[src/rtl/abr_pkg.sv]
// Shared types and constants for the two-requester round-robin arbiter.
package abr_pkg;

  typedef enum logic [1:0] {
    IDLE = 2'd0,
    GNT0 = 2'd1,
    GNT1 = 2'd2
  } abr_state_t;

  localparam int ABR_NUM_REQ      = 2;
  localparam int ABR_MAX_HOLD_DEF = 8;
  // Wide enough for any legal MAX_HOLD (2..255).
  localparam int ABR_CNT_W        = 8;

endpackage

[src/rtl/abr_hold_cnt.sv]
// Saturating tenure counter: loads 1 on grant entry, clears on return to idle,
// otherwise counts grant cycles up to MAX_HOLD and holds there.
module abr_hold_cnt
  import abr_pkg::*;
#(
  parameter int unsigned MAX_HOLD = ABR_MAX_HOLD_DEF
) (
  input  logic                 clk,
  input  logic                 rst_n,
  input  logic                 load,
  input  logic                 clr,
  output logic [ABR_CNT_W-1:0] cnt
);

  localparam logic [ABR_CNT_W-1:0] HOLD_LIM = ABR_CNT_W'(MAX_HOLD);

  always_ff @(posedge clk or negedge rst_n) begin
    if (!rst_n) begin
      cnt <= '0;
    end else if (load) begin
      cnt <= ABR_CNT_W'(1);
    end else if (clr) begin
      cnt <= '0;
    end else if (cnt != HOLD_LIM) begin
      cnt <= cnt + 1'b1;
    end
  end

endmodule

[src/rtl/abr_arbiter.sv]
// Two-requester round-robin arbiter with registered one-hot grant.
// Optional tenure timeout is compiled in with `define ABR_TIMEOUT_EN.
module abr_arbiter
  import abr_pkg::*;
#(
  parameter int unsigned MAX_HOLD = ABR_MAX_HOLD_DEF
) (
  input  logic                   clk,
  input  logic                   rst_n,
  input  logic [ABR_NUM_REQ-1:0] request,
  output logic [ABR_NUM_REQ-1:0] grant,
  output logic                   busy
);

  abr_state_t state, state_nxt;
  logic       last_gnt, last_gnt_nxt;
  logic       timeout;

  always_ff @(posedge clk or negedge rst_n) begin
    if (!rst_n) begin
      state    <= IDLE;
      last_gnt <= 1'b1;
    end else begin
      state    <= state_nxt;
      last_gnt <= last_gnt_nxt;
    end
  end

  always_comb begin
    state_nxt = state;
    case (state)
      IDLE: begin
        if (request == 2'b11)   state_nxt = last_gnt ? GNT0 : GNT1;
        else if (request[0])    state_nxt = GNT0;
        else if (request[1])    state_nxt = GNT1;
      end
      GNT0: begin
        if (!request[0])                state_nxt = request[1] ? GNT1 : IDLE;
        else if (timeout && request[1]) state_nxt = GNT1;
      end
      GNT1: begin
        if (!request[1])                state_nxt = request[0] ? GNT0 : IDLE;
        else if (timeout && request[0]) state_nxt = GNT0;
      end
      default: state_nxt = IDLE;
    endcase
  end

  // Pointer remembers the most recent owner so the other side wins the next tie.
  always_comb begin
    last_gnt_nxt = last_gnt;
    if (state_nxt == GNT0)      last_gnt_nxt = 1'b0;
    else if (state_nxt == GNT1) last_gnt_nxt = 1'b1;
  end

`ifdef ABR_TIMEOUT_EN
  logic [ABR_CNT_W-1:0] hold_cnt;
  logic                 tenure_start;
  logic                 tenure_end;

  assign tenure_start = (state_nxt != IDLE) && (state_nxt != state);
  assign tenure_end   = (state_nxt == IDLE);

  abr_hold_cnt #(
    .MAX_HOLD (MAX_HOLD)
  ) u_hold_cnt (
    .clk   (clk),
    .rst_n (rst_n),
    .load  (tenure_start),
    .clr   (tenure_end),
    .cnt   (hold_cnt)
  );

  assign timeout = (hold_cnt == ABR_CNT_W'(MAX_HOLD));
`else
  logic unused_max_hold;
  assign unused_max_hold = ^MAX_HOLD;
  assign timeout         = 1'b0;
`endif

  // Outputs decode straight from the state register, so reset clears them at once.
  always_comb begin
    grant = '0;
    case (state)
      GNT0:    grant = 2'b01;
      GNT1:    grant = 2'b10;
      default: grant = '0;
    endcase
  end

  assign busy = (state != IDLE);

endmodule

[config.mk]
export PLATFORM = sky130hd
export DESIGN_NAME = abr_arbiter
export DESIGN_NICKNAME = d
export VERILOG_FILES = /design/src/rtl/abr_pkg.sv /design/src/rtl/abr_hold_cnt.sv /design/src/rtl/abr_arbiter.sv
export SDC_FILE = /design/constraint.sdc
export NUM_CORES = 1
export LEC_CHECK = 0
export ABC_CLOCK_PERIOD_IN_PS = 1700
export CAP_MARGIN = 20
export CORE_AREA = 2 2 39 41
export DETAILED_ROUTE_END_ITERATION = 16
export DIE_AREA = 0 0 41 43
export SLEW_MARGIN = 40
export SYNTH_ARGS = -nofsm -noshare
export SYNTH_HDL_FRONTEND = slang
export SYNTH_SLANG_ARGS = --single-unit
[constraint.sdc]
create_clock -name clk -period 1.7 [get_ports clk]
set_clock_uncertainty 0.05 [all_clocks]
set_input_delay 0.17 -clock clk [delete_from_list [all_inputs] [get_ports clk]]
set_output_delay 0.17 -clock clk [all_outputs]
set_load 0.005 [all_outputs]
**Word level (Yosys, flattened, before mapping)**

Cells that the tools add are included.
W data, S select, Z words.

- Mux-type cells: 12
- Equality and inequality tests: 5
- Reduce and logical (&&, ||, !) cells: 3

Operators by type and width:

| cell | number |
|---|---|
| $mux W2 | 7 |
| $eq A2 B2 Y1 const B | 3 |
| $pmux W2 S3 | 1 |
| $eq A2 B1 Y1 const B | 2 |
| $pmux W2 S2 | 1 |
| $reduce_bool A2 Y1 | 2 |
| $mux W1 | 3 |
| $logic_not A2 Y1 | 1 |

- Logic and storage cells: 22
- Bits in registers: 3
- Output and inout bits: 3

**Logic depth before layout (Yosys ltp)**

- Word-level depth: 7
- Gate-level depth with buffers: 4
- Depth with buffers taken out: 4

**Least setup slack after synthesis**

No wires, ideal clock.

- Kind: flip-flop to flip-flop
- Start: register state[0]
- End: register last_gnt
- Arrival time: 1190 ps
- Cell stages (with the launch flop): 5
- Slack: 385 ps
- Required time: 1575 ps
- Cells stage by stage: dfrtp_1 o21ba_1 o21a_1 ha_1 mux2i_1

- Longest elaborated chain between the ends: 6

RTL lines:

| what | RTL line | RTL |
|---|---|---|
| start: declaration | abr_arbiter.sv:15 | `abr_state_t state, state_nxt;` |
| start signal: assignment | abr_arbiter.sv:24 | `state <= state_nxt;` |
| $mux W2 | abr_arbiter.sv:35 | `else if (request[1]) state_nxt = GNT1;` |
| $mux W2 | abr_arbiter.sv:34 | `else if (request[0]) state_nxt = GNT0;` |
| $mux W2 | abr_arbiter.sv:33 | `if (request == 2'b11) state_nxt = last_gnt ? GNT0 : GNT1;` |
| $pmux W2 S3 (*) | abr_arbiter.sv:31 | `case (state)` |
| via state_nxt[0] | abr_arbiter.sv:15 |  |
| $eq A2 B1 Y1 or $eq A2 B2 Y1 (tied branches) | abr_arbiter.sv:52, abr_arbiter.sv:53 |  |
| $mux W1 or $reduce_bool A2 Y1 (tied branches) | n/a |  |
| end signal: assignment | abr_arbiter.sv:25 | `last_gnt <= last_gnt_nxt;` |
| end: declaration | abr_arbiter.sv:16 | `logic last_gnt, last_gnt_nxt;` |

Mark *: on every way through the listed nets, which the timed path passes. The rest lies on a longest branch.
A chain may end at the register's enable or synchronous reset.

**Final worst setup path**

- Start: register state[0]
- End: output port busy

- Longest elaborated chain between the ends: 1

RTL lines:

| what | RTL line | RTL |
|---|---|---|
| $reduce_bool A2 Y1 | abr_arbiter.sv:91 | `assign busy = (state != IDLE);` |
| end: declaration | abr_arbiter.sv:12 | `output logic busy` |

Every way passes these cells.

==> results by group <==
Die
  – Count of standard-cell rows: 14
  – Core Box Area: 1380 sq um
  – Die area: approximately 1800 sq um
  – Num ports: 7
  – Die W: 41 um
  – Initial Utilization: about an eighth
  – Die Y: 43 um

Critical path
  – Worst path bufs/invs: 1
  – CP Capture Type: output port
  – Reg2reg end: last_gnt$_DFFE_PN1P_
  – Arr. time, crit path: 1380 ps
  – Worst r2r src: state[0]$_DFF_PN0_
  – Crit-path cells: or2_2 > clkdlybuf4s50_1
  – Crit path kind: flop to output port
  – Slowest cell on crit path: clkdlybuf4s50_1
  – CP Launch Type: flop
  – Critical path required time: 1480 ps
  – CP Max Fanout: 6
  – Delay-heaviest family, CP: buffers and inverters
  – Worst Reg2Reg Path Length in Cells: 4
  – Critical Path Source: state[0]$_DFF_PN0_
  – R2r setup slk: between 300 and 400 ps
  – Slowest stage delay, CP: 440 ps

Detailed routing
  – Iter 0 DRT Violations: 0
  – Pre-antenna DRT Iters: 1
  – DRT Wirelength: 307 um
  – Antenna-violating nets left: 0
  – Detailed-route DRC error count: 0
  – Vias: 146
  – WL/cell: between 7 and 8 um
  – Vias per inst: approximately 3.4

Timing
  – Final Hold Viols: 0
  – RSZ-0062 raised after global routing: false
  – Final slew viol count: 0
  – Transition time of the tightest slew-check pin: 162 ps
  – Period minus WS final: 1600 ps
  – Setup violators final: 0
  – Tcrit/Tclk final: 94.0%
  – Final Hold Slack: 77.3 ps
  – Setup tns final: 0 ps
  – Relative slew slack: 89.1%
  – Max Clock Freq: 625 MHz

Cells and area
  – Diode count: 0
  – Area growth from synthesis to layout: 59.0%
  – Sequential Area: 76.3 sq um
  – Fillers: 159
  – Final #Nets: 33
  – Share of post-route cells with drive strength above 1: 22.2%
  – Multi-input logic area: ~100 sq um

Synth
  – Number of enable flip-flop cells after synthesis: 0
  – Post-synth top flop: dfrtp_1
  – Post-synthesis cell count: 17
  – Ys Warns: 0
  – Post-synth top area cell: dfrtp_1
  – Cell with the most instances after synthesis: nor2b_1
  – Synth async-reset ratio: between 90% and 100%
  – Synth top area share: 27.8%
  – Synthesis-stage register bit count: 3
  – Mapped Nets: 22
  – Fraction of the yosys area taken by sequential cells: a little over two fifths
  – Synth Area per Inst: roughly 11 sq um
  – Distinct cells, synth: 14
  – Commonest cells in the synthesized netlist: 3 x nor2b_1, 2 x dfrtp_1
  – Dominant cells by area after synthesis: dfrtp_1 28%, dfstp_2 15%, nor2b_1 10%
  – Post-synthesis instance area: 180 sq um

Global route
  – Initial antenna violation count: 0
  – Met1 usage: 2.90%
  – Vias in the first global route: 121
  – Pin count of the biggest net entering global routing: 7
  – Met3 usage: under 10%
  – Tot GR Track Use: 5.23%
  – Grt met2 use: 5.94%
  – First-pass GRT wire length: between 400 and 500 um
  – Grt peak-use layer: met3
  – Gr ovfl total: 0

CTS
  – Post-CTS Setup Bufs: 0
  – Clock transition at path regs: about 30 ps
  – CTS tree: done
  – Insertion delay to the later sink of the worst-skew pair: 230 ps
  – CTS Buf Count: 3
  – Clk root buf: clkbuf_4
  – Bufs on Longest Clock Path: 2
  – Cts repair resizes: 0
  – CTS sink cnt: 3
  – CTS H-tree lvls: 1
  – CTS hold repair buffers: 0

Run
  – Max-Cap Viols: 0

Power
  – Cell Pwr Density: 1330 nW/um^2
  – Leakage: around 0.13 nW
  – Max IR drop VDD: 0.328 mV

Outcome
  – Status: completed

Placed design
  – Buffers on Ports: 6
  – Placer Congestion: about 0.58

Hold path
  – Hold/Removal Path Class: input port to asynchronous set/reset pin
-- cells in the final DEF (no fill, tap or decap), types with 2 or more instances in the layout --
cell and n:
clkdlybuf4s50_1 6, nor2b_1 3, dfrtp_1 2, clkbuf_4 3
-- cells by family (layout without fill, tap and decap cells) --
group | Yosys count | after routing | share of synthesized area (%)
compound gates | 4 | 4 | 16.7
fa+ha+maj | 1 | 1 | 6.94
buf+inv | 1 | 11 | 2.08
flops | 3 | 3 | 42.4
mux | 1 | 1 | 5.56
simple gates | 7 | 7 | 26.4
-- routing by layer --
layer	share of wire, %	vias to the layer above
li1	-	78
met1	39	61
met2	49	5
met3	11	2
met4	1.3	0
met5	0	-
-- worst register-to-register path, stage by stage (launching register included) --
cell     delay, ps
dfrtp_1        410
o21ba_1        200
o21a_1         180
ha_1           290
mux2i_1        170
-- layout make-up --
class / count / share of cell area, %
multi-input combinational: 13 / 34.9
sequential: 3 / 26.6
timing repair buffer: 6 / 21.0
clock buffer: 4 / 9.17
tap: 16 / 6.99
inverter: 1 / 1.31
-- state kept, by name (all words and copies together) (netlist names) --
register  count
last_gnt      1
state         2
-- how the worst max path moves through the flow --
stage,to,slack (ps),cells after the start
after floorplan,last_gnt$_DFFE_PN1P_,380,4
after global placement,last_gnt$_DFFE_PN1P_,190,5
after detailed placement,last_gnt$_DFFE_PN1P_,180,5
after CTS,busy,80,2
after global routing,busy,40,2
final,busy,100,2
-- stage by stage --
step	instances	util (%)	power, mW	area, sq um	setup slack [ps]
floorplan	17	-	0.202	180	385
global placement	39	18.8	0.259	260	195
detailed placement	39	18.8	0.262	260	181
CTS	43	20.7	0.392	287	84.8
global route	43	20.7	0.420	287	40.9
finish	43	20.7	0.381	287	101
-- power breakdown --
group          switching, mW  internal, mW  leakage, nW
Sequential            0.0236         0.100       0.0356
Combinational         0.0443        0.0906       0.0823
Clock                 0.0341        0.0878       0.0150
Total                  0.102         0.279        0.133
(Power assumes the default switching activity.)
